==> src/rtl/multi_cam_wr_arbiter_if.sv <==
// Camera-FIFO side and DDR3 user-port side signals of the multi-camera write arbiter.
// The arbiter uses the master modport; the FIFOs and DDR controller sit on the slave side.
interface multi_cam_wr_arbiter_if #(
    parameter int unsigned CH_NUM = 2,
    parameter int unsigned DW     = 16,
    parameter int unsigned AW     = 28
);
    logic [CH_NUM-1:0]    ch_frame_start;
    logic [CH_NUM-1:0]    ch_burst_rdy;
    logic [CH_NUM*DW-1:0] ch_fifo_data;
    logic [CH_NUM-1:0]    ch_fifo_rd;
    logic                 wr_cmd_valid;
    logic                 wr_cmd_ready;
    logic [AW-1:0]        wr_cmd_addr;
    logic [7:0]           wr_cmd_len;
    logic                 wr_data_req;
    logic [DW-1:0]        wr_data;
    logic [CH_NUM-1:0]    ch_rd_bank;
    logic [CH_NUM-1:0]    ch_frame_done;

    modport master (
        input  ch_frame_start, ch_burst_rdy, ch_fifo_data, wr_cmd_ready, wr_data_req,
        output ch_fifo_rd, wr_cmd_valid, wr_cmd_addr, wr_cmd_len, wr_data, ch_rd_bank,
               ch_frame_done
    );

    modport slave (
        output ch_frame_start, ch_burst_rdy, ch_fifo_data, wr_cmd_ready, wr_data_req,
        input  ch_fifo_rd, wr_cmd_valid, wr_cmd_addr, wr_cmd_len, wr_data, ch_rd_bank,
               ch_frame_done
    );
endinterface

==> src/rtl/multi_cam_wr_arbiter.sv <==
// Round-robin merge of CH_NUM camera line streams into one DDR3 burst write port.
// Define MCW_PINGPONG_EN for per-channel ping-pong frame banks; otherwise bank 0 only.
module multi_cam_wr_arbiter #(
    parameter int unsigned CH_NUM    = 2,
    parameter int unsigned DW        = 16,
    parameter int unsigned AW        = 28,
    parameter int unsigned H_SUB     = 640,
    parameter int unsigned V_LINES   = 720,
    parameter int unsigned BURST_LEN = 80
) (
    input  logic                   clk,
    input  logic                   rst_n,
    multi_cam_wr_arbiter_if.master bus
);
    localparam int unsigned LINE_STRIDE = CH_NUM * H_SUB;
    localparam int unsigned FRAME_WORDS = LINE_STRIDE * V_LINES;
    localparam int unsigned BPL         = H_SUB / BURST_LEN;
    localparam int unsigned IW          = (CH_NUM > 1) ? $clog2(CH_NUM) : 1;
    localparam int unsigned LW          = (V_LINES > 1) ? $clog2(V_LINES) : 1;
    localparam int unsigned BW          = (BPL > 1) ? $clog2(BPL) : 1;

    typedef enum logic [1:0] {StIdle, StCmd, StData, StUpd} state_e;

    state_e            state_q, state_d;
    logic [IW-1:0]     grant_q, grant_d, rr_q, rr_d;
    logic [7:0]        beat_q, beat_d, len_q, len_d;
    logic [AW-1:0]     addr_q, addr_d;
    logic              cmd_valid_q, cmd_valid_d;
    logic [CH_NUM-1:0] pend_q, pend_d, fdone_q, fdone_d, wbank_q, wbank_d;
    logic [CH_NUM-1:0] rd_bank_q, rd_bank_d, frame_done_q, frame_done_d;
    logic [LW-1:0]     line_q [CH_NUM];
    logic [LW-1:0]     line_d [CH_NUM];
    logic [BW-1:0]     bcnt_q [CH_NUM];
    logic [BW-1:0]     bcnt_d [CH_NUM];
    logic [CH_NUM-1:0] elig;
    logic              found;
    logic [IW-1:0]     sel, idx;

    function automatic logic [AW-1:0] burst_addr(input logic bank, input logic [LW-1:0] line,
                                                 input logic [IW-1:0] ch, input logic [BW-1:0] bc);
        return AW'(bank) * AW'(FRAME_WORDS) + AW'(line) * AW'(LINE_STRIDE) +
               AW'(ch) * AW'(H_SUB) + AW'(bc) * AW'(BURST_LEN);
    endfunction

    // First eligible channel at or after the round-robin pointer, wrapping.
    always_comb begin
        elig  = bus.ch_burst_rdy & ~pend_q;
        found = 1'b0;
        sel   = '0;
        idx   = '0;
        for (int unsigned k = 0; k < CH_NUM; k++) begin
            idx = IW'((32'(rr_q) + k) % CH_NUM);
            if (!found && elig[idx]) begin
                found = 1'b1;
                sel   = idx;
            end
        end
    end

    always_comb begin
        state_d      = state_q;
        grant_d      = grant_q;
        rr_d         = rr_q;
        beat_d       = beat_q;
        len_d        = len_q;
        addr_d       = addr_q;
        pend_d       = pend_q | bus.ch_frame_start;
        fdone_d      = fdone_q;
        wbank_d      = wbank_q;
        rd_bank_d    = rd_bank_q;
        frame_done_d = '0;
        line_d       = line_q;
        bcnt_d       = bcnt_q;

        // Pending frame starts land in IDLE, or in UPD for channels other than the one updating.
        for (int unsigned i = 0; i < CH_NUM; i++) begin
            if (pend_q[i] && ((state_q == StIdle) ||
                              ((state_q == StUpd) && (i != 32'(grant_q))))) begin
                line_d[i]  = '0;
                bcnt_d[i]  = '0;
                fdone_d[i] = 1'b0;
                pend_d[i]  = bus.ch_frame_start[i];
            end
        end

        case (state_q)
            StIdle: begin
                if (found) begin
                    grant_d = sel;
                    addr_d  = burst_addr(wbank_q[sel], line_q[sel], sel, bcnt_q[sel]);
                    len_d   = 8'(BURST_LEN);
                    beat_d  = '0;
                    state_d = StCmd;
                end
            end
            StCmd: begin
                if (bus.wr_cmd_ready) state_d = StData;
            end
            StData: begin
                if (bus.wr_data_req) begin
                    beat_d = beat_q + 8'd1;
                    if (beat_q == 8'(BURST_LEN - 1)) state_d = StUpd;
                end
            end
            StUpd: begin
                state_d = StIdle;
                rr_d    = (32'(grant_q) == CH_NUM - 1) ? '0 : grant_q + 1'b1;
                if (bcnt_q[grant_q] == BW'(BPL - 1)) begin
                    bcnt_d[grant_q] = '0;
                    if (line_q[grant_q] == LW'(V_LINES - 1)) begin
                        line_d[grant_q]       = '0;
                        frame_done_d[grant_q] = 1'b1;
                        fdone_d[grant_q]      = 1'b1;
`ifdef MCW_PINGPONG_EN
                        rd_bank_d[grant_q] = wbank_q[grant_q];
                        wbank_d[grant_q]   = ~wbank_q[grant_q];
`endif
                    end else begin
                        line_d[grant_q] = line_q[grant_q] + 1'b1;
                    end
                end else begin
                    bcnt_d[grant_q] = bcnt_q[grant_q] + 1'b1;
                end
            end
            default: state_d = StIdle;
        endcase

        cmd_valid_d = (state_d == StCmd);
    end

    always_ff @(posedge clk or negedge rst_n) begin
        if (!rst_n) begin
            state_q      <= StIdle;
            grant_q      <= '0;
            rr_q         <= '0;
            beat_q       <= '0;
            len_q        <= '0;
            addr_q       <= '0;
            cmd_valid_q  <= 1'b0;
            pend_q       <= '0;
            fdone_q      <= '0;
            wbank_q      <= '0;
            rd_bank_q    <= '0;
            frame_done_q <= '0;
            for (int unsigned i = 0; i < CH_NUM; i++) begin
                line_q[i] <= '0;
                bcnt_q[i] <= '0;
            end
        end else begin
            state_q      <= state_d;
            grant_q      <= grant_d;
            rr_q         <= rr_d;
            beat_q       <= beat_d;
            len_q        <= len_d;
            addr_q       <= addr_d;
            cmd_valid_q  <= cmd_valid_d;
            pend_q       <= pend_d;
            fdone_q      <= fdone_d;
            wbank_q      <= wbank_d;
            rd_bank_q    <= rd_bank_d;
            frame_done_q <= frame_done_d;
            line_q       <= line_d;
            bcnt_q       <= bcnt_d;
        end
    end

    always_comb begin
        bus.ch_fifo_rd = '0;
        bus.wr_data    = '0;
        if (state_q == StData) begin
            bus.ch_fifo_rd[grant_q] = bus.wr_data_req;
            for (int unsigned i = 0; i < CH_NUM; i++) begin
                if (IW'(i) == grant_q) bus.wr_data = bus.ch_fifo_data[i*DW +: DW];
            end
        end
    end

    assign bus.wr_cmd_valid  = cmd_valid_q;
    assign bus.wr_cmd_addr   = addr_q;
    assign bus.wr_cmd_len    = len_q;
    assign bus.ch_rd_bank    = rd_bank_q;
    assign bus.ch_frame_done = frame_done_q;
endmodule

==> src/flat_wrapper.sv <==
// flat-port wrapper written by rule: the top's interface ports become plain ports
module multi_cam_wr_arbiter_flat 
#(
    parameter int unsigned CH_NUM    = 2,
    parameter int unsigned DW        = 16,
    parameter int unsigned AW        = 28,
    parameter int unsigned H_SUB     = 640,
    parameter int unsigned V_LINES   = 720,
    parameter int unsigned BURST_LEN = 80
)
  (clk, rst_n, bus_ch_frame_start, bus_ch_burst_rdy, bus_ch_fifo_data, bus_wr_cmd_ready, bus_wr_data_req, bus_ch_fifo_rd, bus_wr_cmd_valid, bus_wr_cmd_addr, bus_wr_cmd_len, bus_wr_data, bus_ch_rd_bank, bus_ch_frame_done);
  multi_cam_wr_arbiter_if #(.CH_NUM(CH_NUM), .DW(DW), .AW(AW)) bus_i ();
  input  logic clk;
  input  logic rst_n;
  input wire logic [$bits(bus_i.ch_frame_start)-1:0] bus_ch_frame_start;
  input wire logic [$bits(bus_i.ch_burst_rdy)-1:0] bus_ch_burst_rdy;
  input wire logic [$bits(bus_i.ch_fifo_data)-1:0] bus_ch_fifo_data;
  input wire logic [$bits(bus_i.wr_cmd_ready)-1:0] bus_wr_cmd_ready;
  input wire logic [$bits(bus_i.wr_data_req)-1:0] bus_wr_data_req;
  output wire logic [$bits(bus_i.ch_fifo_rd)-1:0] bus_ch_fifo_rd;
  output wire logic [$bits(bus_i.wr_cmd_valid)-1:0] bus_wr_cmd_valid;
  output wire logic [$bits(bus_i.wr_cmd_addr)-1:0] bus_wr_cmd_addr;
  output wire logic [$bits(bus_i.wr_cmd_len)-1:0] bus_wr_cmd_len;
  output wire logic [$bits(bus_i.wr_data)-1:0] bus_wr_data;
  output wire logic [$bits(bus_i.ch_rd_bank)-1:0] bus_ch_rd_bank;
  output wire logic [$bits(bus_i.ch_frame_done)-1:0] bus_ch_frame_done;
  assign bus_i.ch_frame_start = bus_ch_frame_start;
  assign bus_i.ch_burst_rdy = bus_ch_burst_rdy;
  assign bus_i.ch_fifo_data = bus_ch_fifo_data;
  assign bus_i.wr_cmd_ready = bus_wr_cmd_ready;
  assign bus_i.wr_data_req = bus_wr_data_req;
  assign bus_ch_fifo_rd = bus_i.ch_fifo_rd;
  assign bus_wr_cmd_valid = bus_i.wr_cmd_valid;
  assign bus_wr_cmd_addr = bus_i.wr_cmd_addr;
  assign bus_wr_cmd_len = bus_i.wr_cmd_len;
  assign bus_wr_data = bus_i.wr_data;
  assign bus_ch_rd_bank = bus_i.ch_rd_bank;
  assign bus_ch_frame_done = bus_i.ch_frame_done;
  multi_cam_wr_arbiter #(.CH_NUM(CH_NUM), .DW(DW), .AW(AW), .H_SUB(H_SUB), .V_LINES(V_LINES), .BURST_LEN(BURST_LEN)) u_core (.clk(clk), .rst_n(rst_n), .bus(bus_i));
endmodule
==> config.mk <==
export PLATFORM = sky130hd
export DESIGN_NAME = multi_cam_wr_arbiter_flat
export DESIGN_NICKNAME = d
export VERILOG_FILES = /design/src/rtl/multi_cam_wr_arbiter_if.sv /design/src/rtl/multi_cam_wr_arbiter.sv /design/src/flat_wrapper.sv
export SDC_FILE = /design/constraint.sdc
export NUM_CORES = 1
export LEC_CHECK = 0
export CAP_MARGIN = 20
export CORE_MARGIN = 2
export CORE_UTILIZATION = 40
export CTS_CLUSTER_SIZE = 12
export DETAILED_ROUTE_END_ITERATION = 10
export MAX_ROUTING_LAYER = met4
export PLACE_DENSITY_LB_ADDON = 0.08
export SETUP_SLACK_MARGIN = 0.05
export SYNTH_ARGS = -nofsm -noshare
export SYNTH_HDL_FRONTEND = slang
export SYNTH_SLANG_ARGS = --single-unit
export TNS_END_PERCENT = 50
==> constraint.sdc <==
create_clock -name clk -period 5.6 [get_ports clk]
set_input_delay 1.12 -clock clk [delete_from_list [all_inputs] [get_ports clk]]
set_output_delay 1.12 -clock clk [all_outputs]
set_load 0.005 [all_outputs]
* Word-level counts from Yosys, hierarchy flattened
Index checks and enable logic that the tools add are counted.
Storage, ports and cells: flip-flop bits (word level) 72, latch bits 0, bits in writable memories 0, ROM bits 0, input bits 40, output and inout port bits 59, logic and storage cells 122, memories 0
Cells by class: $add $sub $neg 8, multiply operators 4, div/mod/pow operators 0, order comparisons 8, eq/ne operators 9, shift operators 0, mux-type cells 55, bitwise logic cells 11, reduce and logical (&&, ||, !) cells 14
Operators by type and width (count):
- $mux W10 | 9
- $mux W20 | 3
- $mux W16 | 2
- $add A28 B10 Y28 | 1
- $add A28 B11 Y28 | 1
- $mux W3 | 9
- $add A21 B21 Y22 | 1
- $and A20 B20 Y20 | 1
- $bwmux W20 | 1
- $not A20 Y20 | 1
- $mux W2 | 8
- $mux W8 | 2
- $pmux W8 S2 | 1
- $mul A10 B3 Y13 const B | 1
- $mux W1 | 13
- $mux W6 | 2
- $add A10 B1 Y10 const B | 1
- $demux W10 S1 | 1
- $eq A10 B10 Y1 const B | 1
- $mul A1 B8 Y9 const B | 1
- $add A8 B1 Y8 const B | 1
- $eq A8 B7 Y1 const B | 1
- $lt A1 B2 Y1 const B | 4
- $pmux W2 S4 | 1
- 29 further kinds | 42

* Logic depth before layout (Yosys ltp)
depth after elaboration 16, mapped depth 19, depth with buffers taken out 17

* Worst setup path after synthesis
OpenSTA, ideal clock, no wires.
path kind input to register, start input port bus_ch_burst_rdy[1], end register u_core.addr_q[20], in the netlist u_core.bus.wr_cmd_addr[20], library setup time 0.073 ns, arrival time 4.289 ns, required time 5.527 ns, setup slack 1.238 ns, cell stages on the path 18, buffers on the path 2, path through nor2b_1 -> o21a_1 -> buf_6 -> buf_2 -> o21ai_0 -> ha_1 -> ha_1 -> ha_1 -> ha_1 -> ha_1 -> inv_1 -> fa_1 -> nor2b_1 -> o2111ai_1 -> nor3_2 -> nand4_1 -> nand3b_1 -> a21oi_2
Between the ends: longest elaborated chain between the ends 15, elaborated cells on any way between the ends 25, those cells by class add/sub (3); mul (3); mux (14); bitwise (2); reduce/logical (3)
Ends and longest elaborated chain:
- start: declaration | RTL line flat_wrapper.sv:16 | input wire logic [$bits(bus_i.ch_burst_rdy)-1:0] bus_ch_burst_rdy;
- $and A2 B2 Y2 * | RTL line multi_cam_wr_arbiter.sv:47 | elig = bus.ch_burst_rdy & ~pend_q;
- $mux W1 (implied by the code) (2 in series) | RTL line multi_cam_wr_arbiter.sv:53 | if (!found && elig[idx]) begin
- $mux W1 | RTL line multi_cam_wr_arbiter.sv:53
- $logic_not A1 Y1 | RTL line multi_cam_wr_arbiter.sv:53
- $logic_and A1 B1 Y1 | RTL line multi_cam_wr_arbiter.sv:53
- $mux W1 * | RTL line multi_cam_wr_arbiter.sv:53
- via u_core.sel | RTL line multi_cam_wr_arbiter.sv:37 | logic [IW-1:0] sel, idx;
- $not A1 Y2 (implied by the code) | RTL line multi_cam_wr_arbiter.sv:90 | addr_d = burst_addr(wbank_q[sel], line_q[sel], sel, bcnt_q[sel]);
- $mux W10 (implied by the code) (3 in series) | RTL line multi_cam_wr_arbiter.sv:90
- $mul A10 B3 Y13 | RTL line multi_cam_wr_arbiter.sv:41 | return AW'(bank) * AW'(FRAME_WORDS) + AW'(line) * AW'(LINE_STRIDE) +
- $add A21 B21 Y22 | RTL line multi_cam_wr_arbiter.sv:41
- $add A28 B11 Y28 | RTL line multi_cam_wr_arbiter.sv:41
- $add A28 B10 Y28 * | RTL line multi_cam_wr_arbiter.sv:42 | AW'(ch) * AW'(H_SUB) + AW'(bc) * AW'(BURST_LEN);
- end signal: assignment | RTL line multi_cam_wr_arbiter.sv:155 | addr_q <= addr_d;
- end: declaration | RTL line multi_cam_wr_arbiter.sv:27 | logic [AW-1:0] addr_q, addr_d;
Mark *: on every way through the listed nets, which the timed path passes. The rest lies on a longest branch. The select of a mux whose other input is x is not followed. A chain may end at the register's enable or synchronous reset.

* Worst setup path in the final report
start input port bus_ch_burst_rdy[1], end register u_core.addr_q[20], in the netlist u_core.bus.wr_cmd_addr[20]
Between the ends: longest elaborated chain between the ends 15, elaborated cells on any way between the ends 25, those cells by class add/sub (3); mul (3); mux (14); bitwise (2); reduce/logical (3)
Ends and longest elaborated chain (RTL line):
- $and A2 B2 Y2 * | multi_cam_wr_arbiter.sv:47
- $mux W1 (implied by the code) (2 in series) | multi_cam_wr_arbiter.sv:53
- $mux W1 | multi_cam_wr_arbiter.sv:53
- $logic_not A1 Y1 | multi_cam_wr_arbiter.sv:53
- $logic_and A1 B1 Y1 | multi_cam_wr_arbiter.sv:53
- $mux W1 | multi_cam_wr_arbiter.sv:53
- $not A1 Y2 (implied by the code) | multi_cam_wr_arbiter.sv:90
- $mux W10 (implied by the code) (3 in series) | multi_cam_wr_arbiter.sv:90
- $mul A10 B3 Y13 | multi_cam_wr_arbiter.sv:41
- $add A21 B21 Y22 | multi_cam_wr_arbiter.sv:41
- $add A28 B11 Y28 | multi_cam_wr_arbiter.sv:41
- $add A28 B10 Y28 | multi_cam_wr_arbiter.sv:42
Every way passes the cells marked *; elsewhere a longest branch is shown, timed or not. The select of a mux whose other input is x is not followed.

==> impl_metrics.prom <==
# TYPE chip_impl_metric gauge
chip_impl_info{name="critical_path.cell_chain",value="clkdlybuf4s50_1 -> nor2b_1 -> o21a_1 -> mux2_2 -> ha_1 -> ha_1 -> ha_1 -> ha_1 -> ha_1 -> inv_1 -> fa_1 -> nor2b_1 -> o2111ai_1 -> nor3_2 -> nand4_1 -> nand3b_1 -> a21oi_2"} 1
chip_impl_metric{name="synth_area_per_cell",unit="sq um"} 8.99
chip_impl_metric{name="netSwitchingFraction",unit="%"} 34.4
chip_impl_metric{name="ios",unit=""} 99
chip_impl_info{name="cp_common_cell",value="sky130_fd_sc_hd__ha_1"} 1
chip_impl_info{name="hp-class",value="reg -> reg"} 1
chip_impl_metric{name="timing.slew.headroom",unit="%"} 31.2
chip_impl_metric{name="timing_worst_slew_pin_value",unit="ps"} 1030
chip_impl_metric{name="worst-endpoint-required",unit="ps"} 5860
chip_impl_metric{name="yosysWarningCount",unit=""} 0
chip_impl_info{name="mostFrequentLayoutCell",value="sky130_fd_sc_hd__clkdlybuf4s50_1"} 1
chip_impl_metric{name="area_growth",unit="%"} 24.1
chip_impl_metric{name="wl",unit="microns"} 10400
chip_impl_metric{name="initial_util",unit="%"} 41.4
chip_impl_metric{name="core.rowCount",unit=""} 38
chip_impl_metric{name="critPathMaxFanout",unit=""} 4
chip_impl_metric{name="wire_length_of_the_first_global_routing_pass",unit="microns"} 18000
chip_impl_info{name="endpoint_kind_of_the_worst_setup_timing_path",value="register"} 1
chip_impl_metric{name="max_cap_viol_count",unit=""} 0
chip_impl_metric{name="fp.coreArea",unit="sq mm"} 0.0109
chip_impl_metric{name="worstPathArrival",unit="ps"} 4970
chip_impl_metric{name="die-width",unit="microns"} 110
chip_impl_metric{name="power.share.clock",unit="%"} 33.0
chip_impl_metric{name="detailedPlacementHpwl",unit="microns"} 7730
chip_impl_info{name="ys.flop_type",value="sky130_fd_sc_hd__dfrtp_1"} 1
chip_impl_metric{name="insertedDiodeCount",unit=""} 0
chip_impl_metric{name="globalRouteOverflowTotal",unit=""} 0
chip_impl_metric{name="maxClockFrequency",unit="MHz"} 212
chip_impl_metric{name="finalHoldViolations",unit=""} 0
chip_impl_metric{name="fillCellCount",unit=""} 1049
chip_impl_metric{name="post-route-util",unit="%"} 51.4
chip_impl_metric{name="route.detailed.wl_per_inst",unit="microns"} 14.5
chip_impl_info{name="rsz0062_at_grt",value="false"} 1
chip_impl_info{name="setup.worst_path.class",value="in -> reg"} 1
chip_impl_metric{name="grt_antenna_before_repair",unit=""} 0
chip_impl_metric{name="die_height",unit="microns"} 110
chip_impl_metric{name="power.share.sequential",unit="%"} 34.4
chip_impl_metric{name="skew",unit="ps"} 7.13
chip_impl_metric{name="final_setup_violating_endpoints",unit=""} 0
chip_impl_metric{name="cts.htree.levels",unit=""} 3
chip_impl_metric{name="power.internal",unit="uW"} 1130
chip_impl_metric{name="synth_unique_cells",unit=""} 65
chip_impl_metric{name="number_of_global_route_vias_before_repair",unit=""} 3701
chip_impl_metric{name="clk_latency",unit="ps"} 340
chip_impl_metric{name="multi_input_area",unit="sq mm"} 0.00268
chip_impl_metric{name="clkTransAtPathRegs",unit="ps"} 50
chip_impl_metric{name="layout-drive-gt1-share",unit="%"} 8.79
chip_impl_info{name="cts_tree",value="yes"} 1
chip_impl_info{name="synth.top_cells.by_area",value="sky130_fd_sc_hd__dfrtp_1 34%, sky130_fd_sc_hd__ha_1 7.2%, sky130_fd_sc_hd__mux2i_1 5.3%"} 1
chip_impl_metric{name="total_switching_power",unit="uW"} 593
chip_impl_metric{name="grt_max_degree",unit=""} 63
chip_impl_metric{name="detailed_place.area",unit="sq mm"} 0.00532
chip_impl_metric{name="worst-r2r-cell-count",unit=""} 14
chip_impl_metric{name="drv_slew",unit=""} 0
chip_impl_info{name="outcome",value="complete, no violations"} 1
chip_impl_metric{name="postCtsResizedCells",unit=""} 0
chip_impl_metric{name="clock_path_buffers",unit=""} 2
chip_impl_metric{name="finalWorstPathRequiredPeriod",unit="ps"} 4710
chip_impl_metric{name="crit_path_max_incr_delay",unit="ps"} 450
chip_impl_metric{name="via_count",unit=""} 3775
chip_impl_metric{name="num-nets-final",unit=""} 644
chip_impl_metric{name="register_area_share_after_synthesis",unit="%"} 34.3
chip_impl_metric{name="gp_routability_congestion",unit=""} 0.873
chip_impl_metric{name="power.leakage",unit="uW"} 0.00244
chip_impl_metric{name="numCtsBuffers",unit=""} 9
chip_impl_metric{name="synth-edff-count",unit=""} 0
chip_impl_metric{name="comb_power_share",unit="%"} 32.6
chip_impl_info{name="cts_root_buf",value="sky130_fd_sc_hd__clkbuf_16"} 1
chip_impl_metric{name="drt.antenna.violating_nets",unit=""} 0
chip_impl_info{name="critPathSlowestCell",value="sky130_fd_sc_hd__clkdlybuf4s50_1"} 1
chip_impl_metric{name="synth_seq_cells",unit=""} 62
chip_impl_info{name="critical_path.top_delay_family",value="adder cells"} 1
chip_impl_metric{name="worstPathBufferInverterCount",unit=""} 2
chip_impl_metric{name="drc",unit=""} 0
chip_impl_metric{name="portBuffers",unit=""} 80
chip_impl_metric{name="min_path_cells",unit=""} 2
chip_impl_metric{name="fin_hold_ws",unit="ps"} 479
chip_impl_metric{name="sequential_cell_area",unit="sq mm"} 0.00155
chip_impl_metric{name="postCtsHoldBufs",unit=""} 0
chip_impl_metric{name="timing.critical_path.depth",unit=""} 17
chip_impl_metric{name="synthCells",unit=""} 504
chip_impl_metric{name="synth_top_cell_area_share",unit="%"} 34.3
chip_impl_metric{name="synthArstFlopShare",unit="%"} 100
chip_impl_info{name="startpoint_type",value="input pin"} 1
chip_impl_metric{name="clock_sink_count",unit=""} 62
chip_impl_metric{name="vdd_ir_drop_max",unit="mV"} 0.146
chip_impl_metric{name="die_area",unit="sq mm"} 0.0122
chip_impl_metric{name="post-route-period-util",unit="%"} 84.2
chip_impl_info{name="synth_top_area_cell",value="sky130_fd_sc_hd__dfrtp_1"} 1
chip_impl_metric{name="post_drt_via_cell_ratio",unit=""} 5.24
chip_impl_metric{name="groute.usage.overall",unit="%"} 18.3
chip_impl_metric{name="pwr_density_cell",unit="mW/mm^2"} 307
chip_impl_metric{name="drtIter0Drc",unit=""} 251
chip_impl_metric{name="final.setup.tns",unit="ps"} 0
chip_impl_metric{name="fin_area",unit="sq mm"} 0.00562
chip_impl_metric{name="syn-cell-area",unit="sq mm"} 0.00453
chip_impl_metric{name="dr.pass1.iters",unit=""} 4
chip_impl_info{name="layout_common_cells",value="79 x sky130_fd_sc_hd__clkdlybuf4s50_1, 61 x sky130_fd_sc_hd__dfrtp_1, 54 x sky130_fd_sc_hd__nor2_1, 54 x sky130_fd_sc_hd__nand2_1, 39 x sky130_fd_sc_hd__o21ai_0"} 1
chip_impl_metric{name="cts_post_setup_buffers_inserted",unit=""} 0
[metal layers]
layer / wire length, microns / track usage [%] / up-vias / share of wire (%)
met1: 4860 / 23.1 / 1775 / 47
met2: 4770 / 28.8 / 105 / 46
met5: 0 / - / - / 0
met4: 155 / 7.00 / 0 / 1.5
met3: 640 / 4.06 / 14 / 6.1
li1: - / - / 1881 / -
[synthesized netlist by cell type (3+ instances only)]
| cell | count |
|---|---|
| sky130_fd_sc_hd__mux2i_1 | 24 |
| sky130_fd_sc_hd__ha_1 | 26 |
| sky130_fd_sc_hd__o211ai_1 | 3 |
| sky130_fd_sc_hd__dfrtp_1 | 62 |
| sky130_fd_sc_hd__and3_1 | 3 |
| sky130_fd_sc_hd__inv_1 | 22 |
| sky130_fd_sc_hd__and2_1 | 5 |
| sky130_fd_sc_hd__fa_1 | 3 |
| sky130_fd_sc_hd__nand3b_1 | 3 |
| sky130_fd_sc_hd__buf_6 | 3 |
| sky130_fd_sc_hd__nand4_1 | 7 |
| sky130_fd_sc_hd__xnor2_1 | 4 |
| sky130_fd_sc_hd__o21ai_1 | 10 |
| sky130_fd_sc_hd__mux2_2 | 10 |
| sky130_fd_sc_hd__o21ai_0 | 39 |
| sky130_fd_sc_hd__o31ai_1 | 12 |
| sky130_fd_sc_hd__a22o_1 | 5 |
| sky130_fd_sc_hd__o22ai_1 | 7 |
| sky130_fd_sc_hd__nand2b_1 | 11 |
| sky130_fd_sc_hd__nand2_1 | 54 |
| sky130_fd_sc_hd__buf_2 | 7 |
| sky130_fd_sc_hd__clkbuf_1 | 4 |
| sky130_fd_sc_hd__nor2b_1 | 10 |
| sky130_fd_sc_hd__a21oi_1 | 11 |
| sky130_fd_sc_hd__buf_4 | 24 |
| sky130_fd_sc_hd__nand3_1 | 13 |
| sky130_fd_sc_hd__nor2_1 | 54 |
| sky130_fd_sc_hd__xor2_1 | 17 |
[worst min-delay path, cell delays in order, from the launching register on]
cell and delay [ps]:
sky130_fd_sc_hd__dfrtp_1 340, sky130_fd_sc_hd__nand2_1 40, sky130_fd_sc_hd__o21ai_0 60
[registers in the layout, indices dropped and copies added, names as in the netlist]
name	count
u_core.bcnt_q	6
u_core.beat_q	8
u_core.bus.ch_frame_done	2
u_core.bus.wr_cmd_addr	18
u_core.bus.wr_cmd_len	1
u_core.bus.wr_cmd_valid	1
u_core.grant_q	1
u_core.line_q	20
u_core.pend_q	2
u_core.rr_q	1
u_core.state_q	2
[power groups by stage]
stage          registers, uW  clock network (uW)  logic (uW)
6_report                 593                 568         562
5_1_grt                  605                 597         632
4_1_cts                  593                 577         573
3_5_place_dp             602                   0         570
3_3_place_gp             600                   0         565
2_1_floorplan            543                   0         418
[area by class of cell]
class | instances | area share [%]
multi-input cells | 396 | 47.7
flip-flops and latches | 62 | 27.6
repair buffers | 83 | 14.6
clock buffers | 13 | 4.63
well taps | 140 | 3.12
inverters | 23 | 1.58
clock inverters | 3 | 0.757
[cell families (layout without fill, tap and decap cells)]
logic type	count (synthesis)	count (layout)	synth area share, %
AOI/OAI and AO/OA	117	117	17.8
xor gates and xnor gates	21	21	4.06
adders and majority gates	29	29	8.51
buffers and inverters	63	122	7.96
DFF	62	62	34.3
muxes	36	36	8.59
other	1	18	0.0828
and+or+nand+nor	175	175	18.8
[through the flow]
stage                     power, uW  worst slack [ps]  instances
after detailed placement       1170               544        704
after global routing           1830               618        720
after floorplan                 961              1240        521
after global placement         1170               595        704
final                          1720               886        720
after CTS                      1740               863        720
[path summary, 6_finish.rpt]
check / start / endpoint / slack, ps
worst max-delay path: bus_ch_burst_rdy[1] / u_core.bus.wr_cmd_addr[20] / 890
worst min-delay path: u_core.bus.wr_cmd_addr[12] / u_core.bus.wr_cmd_addr[12] / 480
worst max register to register: u_core.pend_q[0] / u_core.bus.wr_cmd_addr[19] / 1650
worst min register to register: u_core.bus.wr_cmd_addr[12] / u_core.bus.wr_cmd_addr[12] / 480
max in group asynchronous: rst_n / u_core.grant_q / 4070
min in group asynchronous: rst_n / u_core.bus.wr_cmd_addr[17] / 940
Power figures use the tool's default switching activity.
